===== config.mk =====
export PLATFORM = sky130hd
export DESIGN_NAME = lidar_frame_ctrl
export DESIGN_NICKNAME = d
export VERILOG_FILES = /design/src/rtl/lidar_frame_ctrl.sv
export SDC_FILE = /design/constraint.sdc
export NUM_CORES = 1
export LEC_CHECK = 0
export BUFFER_PORTS_ARGS = -buffer_cell sky130_fd_sc_hd__buf_2
export CAP_MARGIN = 20
export CORE_AREA = 2 2 72 109
export DETAILED_ROUTE_END_ITERATION = 8
export DIE_AREA = 0 0 74 111
export GPL_TIMING_DRIVEN = 0
export MAX_ROUTING_LAYER = met4
export PLACE_DENSITY = 0.75
export SLEW_MARGIN = 20
export SYNTH_ARGS = -nofsm -noshare
export SYNTH_HDL_FRONTEND = slang
export SYNTH_SLANG_ARGS = --single-unit

===== constraint.sdc =====
create_clock -name clk -period 2.2 [get_ports clk]
set_clock_uncertainty 0.1 [all_clocks]
set_input_delay 0.11 -clock clk [delete_from_list [all_inputs] [get_ports clk]]
set_output_delay 0.11 -clock clk [all_outputs]
set_load 0.01 [all_outputs]

===== src/rtl/lidar_frame_ctrl.sv =====
// lidar_frame_ctrl: captures one LiDAR frame of FRAME_LEN samples per start request and forwards it through a single output register
//   clk         rising-edge clock
//   rst_n       asynchronous active-low reset
//   start       one-cycle request to capture a frame (ignored while busy)
//   abort       one-cycle request to drop the current frame and return to idle
//   in_data     incoming sample, qualified by in_valid, accepted when in_ready
//   out_data    forwarded sample, qualified by out_valid, consumed when out_ready
//   out_sof     first sample of the frame
//   out_eof     last sample of the frame
//   busy        controller is not idle
//   done        one-cycle pulse when a complete frame has drained
//   timeout_err one-cycle pulse when the sample stream stalls too long inside a frame
//   drop_count  saturating count of samples offered while not capturing
module lidar_frame_ctrl #(
    parameter int DATA_W    = 16,
    parameter int FRAME_LEN = 64,
    parameter int TIMEOUT   = 1024
) (
    input  logic              clk,
    input  logic              rst_n,
    input  logic              start,
    input  logic              abort,
    input  logic [DATA_W-1:0] in_data,
    input  logic              in_valid,
    output logic              in_ready,
    output logic [DATA_W-1:0] out_data,
    output logic              out_valid,
    input  logic              out_ready,
    output logic              out_sof,
    output logic              out_eof,
    output logic              busy,
    output logic              done,
    output logic              timeout_err,
    output logic [15:0]       drop_count
);
    typedef enum logic [1:0] {IDLE, CAPTURE, FLUSH, DONE} state_t;
    localparam logic [15:0] LAST_IDX   = 16'(FRAME_LEN - 1);
    // idle count value whose increment would reach TIMEOUT-1
    localparam logic [15:0] IDLE_LIMIT = 16'(TIMEOUT - 2);
    state_t            r_state;
    logic [15:0]       r_index;
    logic [15:0]       r_idle;
    logic              r_timed_out;
    logic [DATA_W-1:0] r_out_data;
    logic              r_out_valid;
    logic              r_out_sof;
    logic              r_out_eof;
    logic              r_busy;
    logic              r_done;
    logic              r_timeout_err;
    logic [15:0]       r_drop_count;
    logic              w_in_ready;
    logic              w_accept;
    logic              w_drain;
    logic              w_drop;
    logic              w_timeout;
    logic              w_last;
    // output register can take a new sample when empty or being emptied this cycle
    assign w_in_ready = (r_state == CAPTURE) && (!r_out_valid || out_ready);
    assign w_accept   = in_valid && w_in_ready;
    assign w_drain    = !r_out_valid || out_ready;
    assign w_drop     = in_valid && ((r_state == IDLE) || (r_state == DONE));
    assign w_timeout  = (r_state == CAPTURE) && !w_accept && (r_idle == IDLE_LIMIT);
    assign w_last     = (r_index == LAST_IDX);
    always_ff @(posedge clk or negedge rst_n) begin
        if (!rst_n) begin
            r_state       <= IDLE;
            r_index       <= 16'd0;
            r_idle        <= 16'd0;
            r_timed_out   <= 1'b0;
            r_out_data    <= '0;
            r_out_valid   <= 1'b0;
            r_out_sof     <= 1'b0;
            r_out_eof     <= 1'b0;
            r_busy        <= 1'b0;
            r_done        <= 1'b0;
            r_timeout_err <= 1'b0;
            r_drop_count  <= 16'd0;
        end else begin
            r_done        <= 1'b0;
            r_timeout_err <= 1'b0;
            if (w_drop && (r_drop_count != 16'hFFFF))
                r_drop_count <= r_drop_count + 16'd1;
            if (abort) begin
                r_state     <= IDLE;
                r_busy      <= 1'b0;
                r_out_valid <= 1'b0;
                r_index     <= 16'd0;
                r_idle      <= 16'd0;
                r_timed_out <= 1'b0;
            end else begin
                case (r_state)
                    IDLE: begin
                        if (start) begin
                            r_state     <= CAPTURE;
                            r_busy      <= 1'b1;
                            r_index     <= 16'd0;
                            r_idle      <= 16'd0;
                            r_timed_out <= 1'b0;
                        end
                    end
                    CAPTURE: begin
                        if (w_accept) begin
                            r_out_data  <= in_data;
                            r_out_valid <= 1'b1;
                            r_out_sof   <= (r_index == 16'd0);
                            r_out_eof   <= w_last;
                            r_index     <= w_last ? 16'd0 : r_index + 16'd1;
                            r_idle      <= 16'd0;
                            r_state     <= w_last ? FLUSH : CAPTURE;
                        end else begin
                            r_out_valid <= r_out_valid && !out_ready;
                            r_idle      <= r_idle + 16'd1;
                            if (w_timeout) begin
                                r_timeout_err <= 1'b1;
                                r_timed_out   <= 1'b1;
                                r_state       <= FLUSH;
                            end
                        end
                    end
                    FLUSH: begin
                        r_out_valid <= r_out_valid && !out_ready;
                        // a timed-out partial frame returns straight to idle without done
                        if (w_drain) begin
                            r_state <= r_timed_out ? IDLE : DONE;
                            r_done  <= !r_timed_out;
                            r_busy  <= !r_timed_out;
                        end
                    end
                    DONE: begin
                        r_state <= IDLE;
                        r_busy  <= 1'b0;
                    end
                    default: begin
                        r_state <= IDLE;
                        r_busy  <= 1'b0;
                    end
                endcase
            end
        end
    end
    assign in_ready    = w_in_ready;
    assign out_data    = r_out_data;
    assign out_valid   = r_out_valid;
    assign out_sof     = r_out_sof;
    assign out_eof     = r_out_eof;
    assign busy        = r_busy;
    assign done        = r_done;
    assign timeout_err = r_timeout_err;
    assign drop_count  = r_drop_count;
endmodule


==> results.py, run 1 <==
metrics = {
    "logic_synthesis": {
        "synthesis.area_mm2": 0.00364,
        "synth_top_area_share": 0.502,
        "synth_edf_count": 0,
        "synthCells": 366,
        "ys_seq_area_frac": 0.502,
        "synth_top_area_cell": "dfrtp_1",
        "syn_avg_cell_area_um2": 9.95,
        "synth_area_leaders": "dfrtp_1 50%, mux2_2 6.2%, o21ai_0 4.0%",
        "yosys_warnings": 0,
        "syn_nets": 397,
        "async_flop_share": 1.00,
        "yosysUniqueCellTypes": 46,
        "synth_seq_cells": 73,
        "ys.flop_type": "dfrtp_1",
    },
    "global_route": {
        "grt_pass1_vias": 3114,
        "met2_usage": 0.376,
        "grt_pass1_wl_um": 14400,
        "grt_util_met3": 0.0445,
        "antenna_found_initial": 0,
        "grt_max_degree": 57,
        "met1_usage": 0.275,
        "gr-total-overflow": 0,
        "busiest_layer": "met2",
        "track_usage": 0.228,
    },
    "routing": {
        "drt_wl_total_um": 8570,
        "drt_iter0_drc": 114,
        "first_pass_iters": 4,
        "post-route-drc-count": 0,
        "avgRoutedWirePerCell_um": 15.2,
        "antenna_left": 0,
        "vias_per_cell": 5.55,
        "via_count": 3133,
    },
    "placed_design": {
        "numPortBuffers": 60,
        "dp_hpwl_um": 5750,
        "dpl_cell_area_mm2": 0.00410,
        "gp_congestion": 0.860,
    },
    "worst_setup_path": {
        "timing.rr.end": "r_state[1]",
        "regToRegStartpoint": "r_index[10]",
        "cp_data_required_time_ns": 2.35,
        "reg2reg_slack_ns": 0.04,
        "worst_setup_path_start_kind": "flop",
        "r2r_cells": 6,
        "arrival_ns": 2.30,
        "crit_type": "reg2reg",
        "cp-end-kind": "flop",
        "worstPathMaxFanout": 6,
    },
    "run_status": {
        "outcome": "complete, no violations",
    },
    "cts": {
        "clock_path_buffers": 2,
        "clk-insertion-delay-late_ns": 0.33,
        "cts.sinks": 73,
        "path_clk_slew_ns": 0.06,
        "numCtsBuffers": 9,
        "cts_tree": "done",
        "root_buffer": "clkbuf_16",
        "h-tree-depth": 3,
    },
    "timing": {
        "report.final.hold_viol_count": 0,
        "slew-limit-headroom": 0.424,
        "fmaxAchievable_mhz": 464,
        "worst_pin_slew_ns": 0.857,
        "setup_violations": 0,
        "post-route-min-period_ns": 2.16,
        "fin_crit_sh": 0.980,
        "grt_setup_unrepaired": "yes",
        "worst_hold_slack_ns": 0.0596,
        "finalSetupTns_ns": 0,
        "drv_slew": 0,
    },
    "hold_path": {
        "hold_start": "out_ready",
        "hold_end": "out_valid",
        "hp-class": "in2reg",
        "hold-path-cell-count": 4,
    },
    "floorplanning": {
        "ios": 61,
        "num_rows": 39,
        "die_w_um": 74,
        "core_mm2": 0.00737,
        "die_area_mm2": 0.00821,
        "die_h_um": 111,
        "start_util": 0.494,
    },
    "pwr": {
        "p_per_area_mw_per_mm2": 970,
        "p_leak_nw": 2.13,
        "ir_drop_uv": 734,
    },
    "finish": {
        "syn2layout_area_growth_pct": 31.3,
        "num_antenna_cells": 0,
        "fin_area_mm2": 0.00478,
        "drive_gt1_frac": 0.292,
        "nets": 489,
    },
    "run": {
        "cap_violations": 0,
    },
}
[how the worst max path moves through the flow]
stage / from / endpoint / slack [ns] / depth (start not counted)
finish: r_index[10] / r_state[1] / 0.04 / 6
global route: r_index[10] / r_state[1] / -0.08 / 6
CTS: r_index[5] / r_state[1] / 0.002 / 7
detailed placement: r_state[1] / r_index[14] / -0.41 / 9
global placement: r_state[1] / r_index[14] / -0.34 / 9
floorplan: r_index[6] / r_index[0] / 0.02 / 5
[report_power, final]
group	switching (mW)	internal (mW)	leakage (nW)
combinational	0.801	0.622	1.02
sequential	0.190	1.60	0.969
clock	0.524	0.906	0.144
[final cells by class]
| type | count | area [um^2] |
|---|---|---|
| plain buffers | 10 | 62.6 |
| clock buffers | 13 | 250 |
| clock inverters | 3 | 40.0 |
| fillers | 586 | 2590 |
| inverters | 13 | 48.8 |
| multi-input cells | 267 | 1870 |
| flip-flops and latches | 73 | 1830 |
| well taps | 102 | 128 |
| repair buffers | 84 | 552 |
[per-stage QoR]
stage          instances   util  setup WS, ns  power [mW]
2_1_floorplan        366      -        0.0188        2.58
3_3_place_gp         528  0.552        -0.339        3.01
3_5_place_dp         529  0.556        -0.408        3.08
4_1_cts              566  0.631       0.00175        4.57
5_1_grt              565  0.649       -0.0845        4.89
6_report             565  0.649        0.0446        4.64
[critical path, cell delays in order (launching register included)]
cell     delay (ns)
dfrtp_1        0.40
or4_4          0.55
nor4_4         0.27
buf_6          0.17
nor3_2         0.04
or4_1          0.40
mux2i_1        0.14
[layer usage]
layer	part of all wire	wire length, um	up-vias
met5	0	0	-
met1	0.41	3500	1559
met3	0.036	305	10
met2	0.54	4660	66
li1	-	-	1498
met4	0.013	114	0
[cell usage after synthesis (all sizes together), types with 3 or more instances]
master,instances
xor2,4
xnor2,16
nor2,30
nand4,12
a31oi,10
and3,3
o31ai,3
or3,3
or4,3
nand3,21
o22ai,3
mux2i,3
dfrtp,73
nand2,36
nor4,10
nand2b,4
mux2,20
inv,13
clkbuf,9
o21ai,30
a21oi,6
ha,9
buf,4
nor2b,4
nor3,12
[placed cells by master, fill, tap and decap left out, types with 4 or more instances in the layout]
cell           instances
nor4_1                 6
xnor2_1               16
clkbuf_16              9
a31oi_1               10
ha_1                   9
nand3_1               19
nand2_1               35
nand4_1               12
dlygate4sd3_1         18
nor2_1                28
dfrtp_1               73
inv_1                 13
clkbuf_2               4
buf_2                 60
clkbuf_1               4
mux2_2                20
xor2_1                 4
a21oi_1                5
nor3_1                 8
o21ai_0               28
buf_4                  7
[logic make-up (layout without fill, tap and decap cells)]
group | Yosys count | count (layout) | synth area share
buf+inv | 26 | 123 | 0.0296
compound gates | 66 | 66 | 0.110
fa+ha+maj | 9 | 9 | 0.0309
xor+xnor | 20 | 20 | 0.0481
simple gates | 149 | 149 | 0.210
flops | 73 | 73 | 0.502
mux | 23 | 23 | 0.0701
[state kept, by name (all words and copies together) (netlist names)]
register and cells:
busy 1, out_sof 1, r_index 16, timeout_err 1, out_data 16, r_state 2, r_timed_out 1, drop_count 16
r_idle 16, done 1, out_valid 1, out_eof 1
[what timing repair did]
action | CTS | global route
hold buffers | 18 | 0
setup endpoints to repair | 51 | 40
pin swaps | 1 | 2
endpoints found under the hold margin | 90 | 0
setup buffers | 5 | 0
resized for setup | 16 | 28
No activity file was read; power rests on OpenSTA's default activity.
==> run 2, diff against run 1 <==
--- a/config.mk
+++ b/config.mk
@@ -13,6 +13,7 @@
 export GPL_TIMING_DRIVEN = 0
 export MAX_ROUTING_LAYER = met4
 export PLACE_DENSITY = 0.75
+export SETUP_SLACK_MARGIN = 0.05
 export SLEW_MARGIN = 20
 export SYNTH_ARGS = -nofsm -noshare
 export SYNTH_HDL_FRONTEND = slang
==> run 2 against run 1 <==
Global-route usage increased by 1.2 points. Final cell count increased by 1.4%. Critical path depth unchanged. Non-clock buffer count increased by 8. First-iteration DRC count increased by 29%. Sequential share of layout area decreased by 0.30 points. Core utilization increased by 0.56 points. Via count increased by 1.7%. Sequential power about the same. Power decreased by 0.51%. Register-to-register slack about the same.
==> results.py, run 2 (same netlist as run 1, synthesis figures left out) <==
metrics = {
    "run_status": {
        "outcome": "complete, no violations",
    },
    "floorplanning": {
        "die_area_mm2": 0.00821,
        "num_rows": 39,
        "core_mm2": 0.00737,
        "die_w_um": 74,
        "start_util": 0.494,
        "ios": 61,
        "die_h_um": 111,
    },
    "timing": {
        "drv_slew": 0,
        "finalSetupTns_ns": 0,
        "worst_pin_slew_ns": 0.862,
        "grt_setup_unrepaired": "yes",
        "slew-limit-headroom": 0.421,
        "report.final.hold_viol_count": 0,
        "post-route-min-period_ns": 2.17,
        "fmaxAchievable_mhz": 461,
        "fin_crit_sh": 0.986,
        "setup_violations": 0,
    },
    "hold_path": {
        "hold_end": "out_valid",
        "hold-path-cell-count": 4,
        "hold_start": "out_ready",
        "hp-class": "in2reg",
    },
    "placed_design": {
        "place_inst": 529,
        "numPortBuffers": 60,
        "dp_hpwl_um": 5920,
        "gp_congestion": 0.890,
    },
    "pwr": {
        "pwr-share-clk": 0.289,
        "intPower_mw": 3.03,
        "p_leak_nw": 2.16,
        "p_seq_frac": 0.387,
        "p_switching_mw": 1.58,
        "pwr-share-comb": 0.325,
        "p_sw_frac": 0.343,
        "p_per_area_mw_per_mm2": 957,
        "ir_drop_uv": 702,
    },
    "worst_setup_path": {
        "regToRegStartpoint": "r_index[9]",
        "arrival_ns": 2.32,
        "worstPathMaxFanout": 2,
        "timing.rr.end": "r_state[1]",
        "r2r_cells": 6,
        "cp_data_required_time_ns": 2.35,
        "cp-end-kind": "flop",
        "crit_type": "reg2reg",
        "reg2reg_slack_ns": 0.03,
        "worst_setup_path_start_kind": "flop",
    },
    "cts": {
        "cts.sinks": 73,
        "path_clk_slew_ns": 0.06,
        "clk-insertion-delay-late_ns": 0.33,
        "numCtsBuffers": 9,
        "h-tree-depth": 3,
        "cts_tree": "done",
        "clock_path_buffers": 2,
        "root_buffer": "clkbuf_16",
    },
    "finish": {
        "drive_gt1_frac": 0.318,
        "syn2layout_area_growth_pct": 32.4,
        "final_cell_mix": "72 x dfrtp_1, 61 x buf_2, 35 x nand2_1, 26 x nor2_1, 26 x o21ai_0",
        "fin_cells": 573,
        "final_common_cell": "dfrtp_1",
        "nets": 497,
        "num_antenna_cells": 0,
        "final_util": 0.654,
    },
    "routing": {
        "vias_per_cell": 5.56,
        "drt_wl_total_um": 8950,
        "post-route-drc-count": 0,
        "drt_iter0_drc": 147,
        "first_pass_iters": 4,
        "antenna_left": 0,
        "avgRoutedWirePerCell_um": 15.6,
        "via_count": 3185,
    },
    "global_route": {
        "grt_pass1_wl_um": 15000,
        "track_usage": 0.240,
        "grt_max_degree": 38,
        "gr-total-overflow": 0,
        "grt_pass1_vias": 3268,
        "antenna_found_initial": 0,
    },
    "run": {
        "cap_violations": 0,
    },
}
==> run 2: cell count changes in the layout (fill, tap and decap cells not counted), sizes merged <==
cell / delta
inv: +1
bufinv: -1
clkinv: +1
clkbuf: -4
clkinvlp: +2
buf: +9
==> run 2: worst max-delay path by stage <==
stage | end | start
detailed placement | r_index[1] | r_state[1]
floorplan | r_index[0] | r_index[11]
finish | r_state[1] | r_index[9]
CTS | r_index[11] | r_state[1]
global placement | r_index[14] | r_state[1]
global route | r_state[1] | r_index[9]
==> run 2: area by class of cell <==
class / count / area, um^2
Buffer: 10 / 63.8
Clock buffer: 10 / 229
Clock inverter: 6 / 42.5
Fill cell: 571 / 2550
Inverter: 13 / 48.8
Multi-Input combinational cell: 267 / 1880
Sequential cell: 73 / 1830
Tap cell: 102 / 128
Timing Repair Buffer: 92 / 604
==> run 2: routing by layer <==
layer  GRT usage  share of wire  vias up
met3      0.0400          0.037       19
met5           -              0        -
met1       0.269           0.38     1571
li1            -              -     1518
met2       0.405           0.55       77
met4       0.110          0.025        0
==> run 2: timing repair <==
action,CTS,global route
setup buffers,7,5
gates resized for setup,21,33
cloned,0,1
hold endpoints to repair,53,0
endpoints found under the setup margin,52,58
pin swaps,3,2
hold buffers,18,0
==> run 2: power groups by stage <==
| stage | combinational [mW] | sequential (mW) | clock [mW] |
|---|---|---|---|
| after floorplan | 0.693 | 1.89 | 0 |
| after global placement | 1.24 | 1.77 | 0 |
| after detailed placement | 1.28 | 1.80 | 0 |
| after CTS | 1.35 | 1.78 | 1.35 |
| after global routing | 1.64 | 1.81 | 1.41 |
| final | 1.50 | 1.78 | 1.33 |
==> run 2: worst max-delay path, stage by stage, from the launching register on <==
cell	delay, ns
dfrtp_1	0.38
or4_4	0.56
nor4_4	0.29
buf_4	0.17
nor3_2	0.03
or4_1	0.41
mux2i_1	0.15
==> run 2: per-stage QoR <==
step / cell area [um^2] / worst slack, ns / hold slack (ns) / power [mW]
after floorplan: 3640 / 0.0629 / -0.286 / 2.58
after global placement: 4070 / -0.372 / 0.242 / 3.02
after detailed placement: 4100 / -0.417 / -0.00202 / 3.08
after CTS: 4670 / 0.0311 / 0.0170 / 4.48
after global routing: 4820 / -0.0556 / 0.102 / 4.86
final: 4820 / 0.0307 / 0.0477 / 4.61
==> run 3, diff against run 2 <==
--- a/config.mk
+++ b/config.mk
@@ -13,6 +13,7 @@
 export GPL_TIMING_DRIVEN = 0
 export MAX_ROUTING_LAYER = met4
 export PLACE_DENSITY = 0.75
+export RECOVER_POWER = 100
 export SETUP_SLACK_MARGIN = 0.05
 export SLEW_MARGIN = 20
 export SYNTH_ARGS = -nofsm -noshare
==> run 3 against run 2 <==
Sequential cell count did not move. Final area fell by 2.1%. Largest cell class unchanged. Core utilization fell by 1.3 points. Setup slack got worse by 0.0091 ns. Sequential share of layout area rose by 0.79 points. Clock power barely moved. Final cell count did not move.
==> results.py, run 3 (same netlist as run 1, synthesis figures left out) <==
metrics = {
    "hold_path": {
        "hold-path-cell-count": 4,
        "hp-class": "in2reg",
    },
    "run": {
        "cap_violations": 0,
    },
    "worst_setup_path": {
        "cp-end-kind": "flop",
        "cp_top_family": "simple AND/OR/NAND/NOR gates",
        "cp_data_required_time_ns": 2.36,
        "path_buf_inv": 1,
        "crit_type": "reg2reg",
        "r2r_cells": 6,
        "path_depth": 6,
        "slowest_stage": "or4_4",
        "worst_setup_path_start_kind": "flop",
        "arrival_ns": 2.34,
        "worstPathMaxFanout": 2,
        "slowest_delay_ns": 0.56,
        "path_cells": "or4_4, nor4_4, buf_4, nor3_2, or4_1, mux2i_1",
    },
    "finish": {
        "num_antenna_cells": 0,
        "drive_gt1_frac": 0.229,
        "syn2layout_area_growth_pct": 29.7,
        "final_cell_mix": "72 x dfrtp_1, 41 x clkbuf_1, 35 x nand2_1, 26 x nor2_1, 26 x o21ai_0",
        "nets": 497,
        "fillCellCount": 598,
        "final_common_cell": "dfrtp_1",
    },
    "cts": {
        "cts.sinks": 73,
        "h-tree-depth": 3,
        "numCtsBuffers": 9,
        "cts_tree": "done",
        "clock_path_buffers": 2,
        "clk-insertion-delay-late_ns": 0.34,
        "path_clk_slew_ns": 0.06,
        "root_buffer": "clkbuf_16",
    },
    "floorplanning": {
        "die_w_um": 74,
        "ios": 61,
        "die_area_mm2": 0.00821,
        "die_h_um": 111,
        "start_util": 0.494,
        "num_rows": 39,
        "core_mm2": 0.00737,
    },
    "placed_design": {
        "numPortBuffers": 60,
        "gp_congestion": 0.890,
        "dp_hpwl_um": 5920,
    },
    "global_route": {
        "grt_max_degree": 38,
        "gr-total-overflow": 0,
        "track_usage": 0.240,
        "grt_pass1_wl_um": 15000,
        "grt_pass1_vias": 3268,
        "antenna_found_initial": 0,
    },
    "routing": {
        "drt_iter0_drc": 191,
        "post-route-drc-count": 0,
        "routed.top_layer": "met4",
        "vias_per_cell": 5.60,
        "drt_wl_total_um": 8970,
        "avgRoutedWirePerCell_um": 15.7,
        "first_pass_iters": 4,
        "antenna_left": 0,
        "wl_met1_um": 3400,
        "wl_met2_um": 4890,
        "met3RoutedLength_um": 355,
        "via_count": 3208,
    },
    "pwr": {
        "finalPower_mw": 4.53,
        "p_per_area_mw_per_mm2": 960,
        "ir_drop_uv": 701,
        "p_leak_nw": 2.00,
    },
    "timing": {
        "fmaxAchievable_mhz": 459,
        "post-route-min-period_ns": 2.18,
        "fin_crit_sh": 0.990,
        "worst_pin_slew_ns": 0.880,
        "grt_setup_unrepaired": "yes",
        "drv_slew": 0,
        "report.final.hold_viol_count": 0,
        "slew-limit-headroom": 0.413,
        "setup_violations": 0,
        "worst_hold_slack_ns": 0.0484,
    },
    "run_status": {
        "outcome": "complete, no violations",
    },
}
[run 3: metrics by stage]
step | cells | area (um^2) | TNS, ns | setup WS [ns] | utilization
detailed placement | 529 | 4100 | -8.09 | -0.417 | 0.556
global placement | 528 | 4070 | -6.97 | -0.372 | 0.553
CTS | 568 | 4670 | 0 | 0.0311 | 0.634
finish | 573 | 4720 | 0 | 0.0216 | 0.641
floorplan | 366 | 3640 | 0 | 0.0629 | -
global route | 573 | 4720 | -0.643 | -0.0556 | 0.641
[run 3: where the power goes]
group	leakage, nW	internal (mW)	total [mW]	switching (mW)
Clock	0.129	0.764	1.34	0.575
Sequential	0.968	1.59	1.79	0.197
Combinational	0.908	0.582	1.40	0.822
[run 3: path summary, 6_finish.rpt]
check | startpoint | to | slack (ns)
min | out_ready | out_valid | 0.05
max reg2reg | r_index[9] | r_state[1] | 0.02
max in group asynchronous | rst_n | r_idle[7] | 0.58
min in group asynchronous | rst_n | r_index[11] | 0.32
max | r_index[9] | r_state[1] | 0.02
min reg2reg | r_idle[8] | r_idle[8] | 0.41
[run 3: worst min-delay path, stage by stage]
cell,delay [ns]
buf_2,0.09
nor2b_1,0.09
nor2_1,0.11
nor2_1,0.05
[run 3: per-layer routing]
metal,global-route usage,up-vias
met5,-,-
met3,0.0400,28
met4,0.110,0
met1,0.269,1580
met2,0.405,83
li1,-,1517
[run 3: what timing repair did]
action                                  4_1_cts  5_1_grt
pin swaps                                     3        2
gates resized for setup                      21       33
buffers inserted                              7        5
hold buffers                                 18        0
endpoints found under the hold margin        53        0
endpoints found under the setup margin       52       58
gates cloned                                  0        1
[run 3: area by class of cell]
type / instances / area (um^2) / area share
clock inverter: 6 / 42.5 / 0.00901
buffer: 10 / 58.8 / 0.0125
timing repair buffer: 92 / 536 / 0.113
sequential: 73 / 1830 / 0.387
inverter: 13 / 48.8 / 0.0103
clock buffer: 10 / 229 / 0.0485
multi-input combinational: 267 / 1850 / 0.392
tap: 102 / 128 / 0.0270
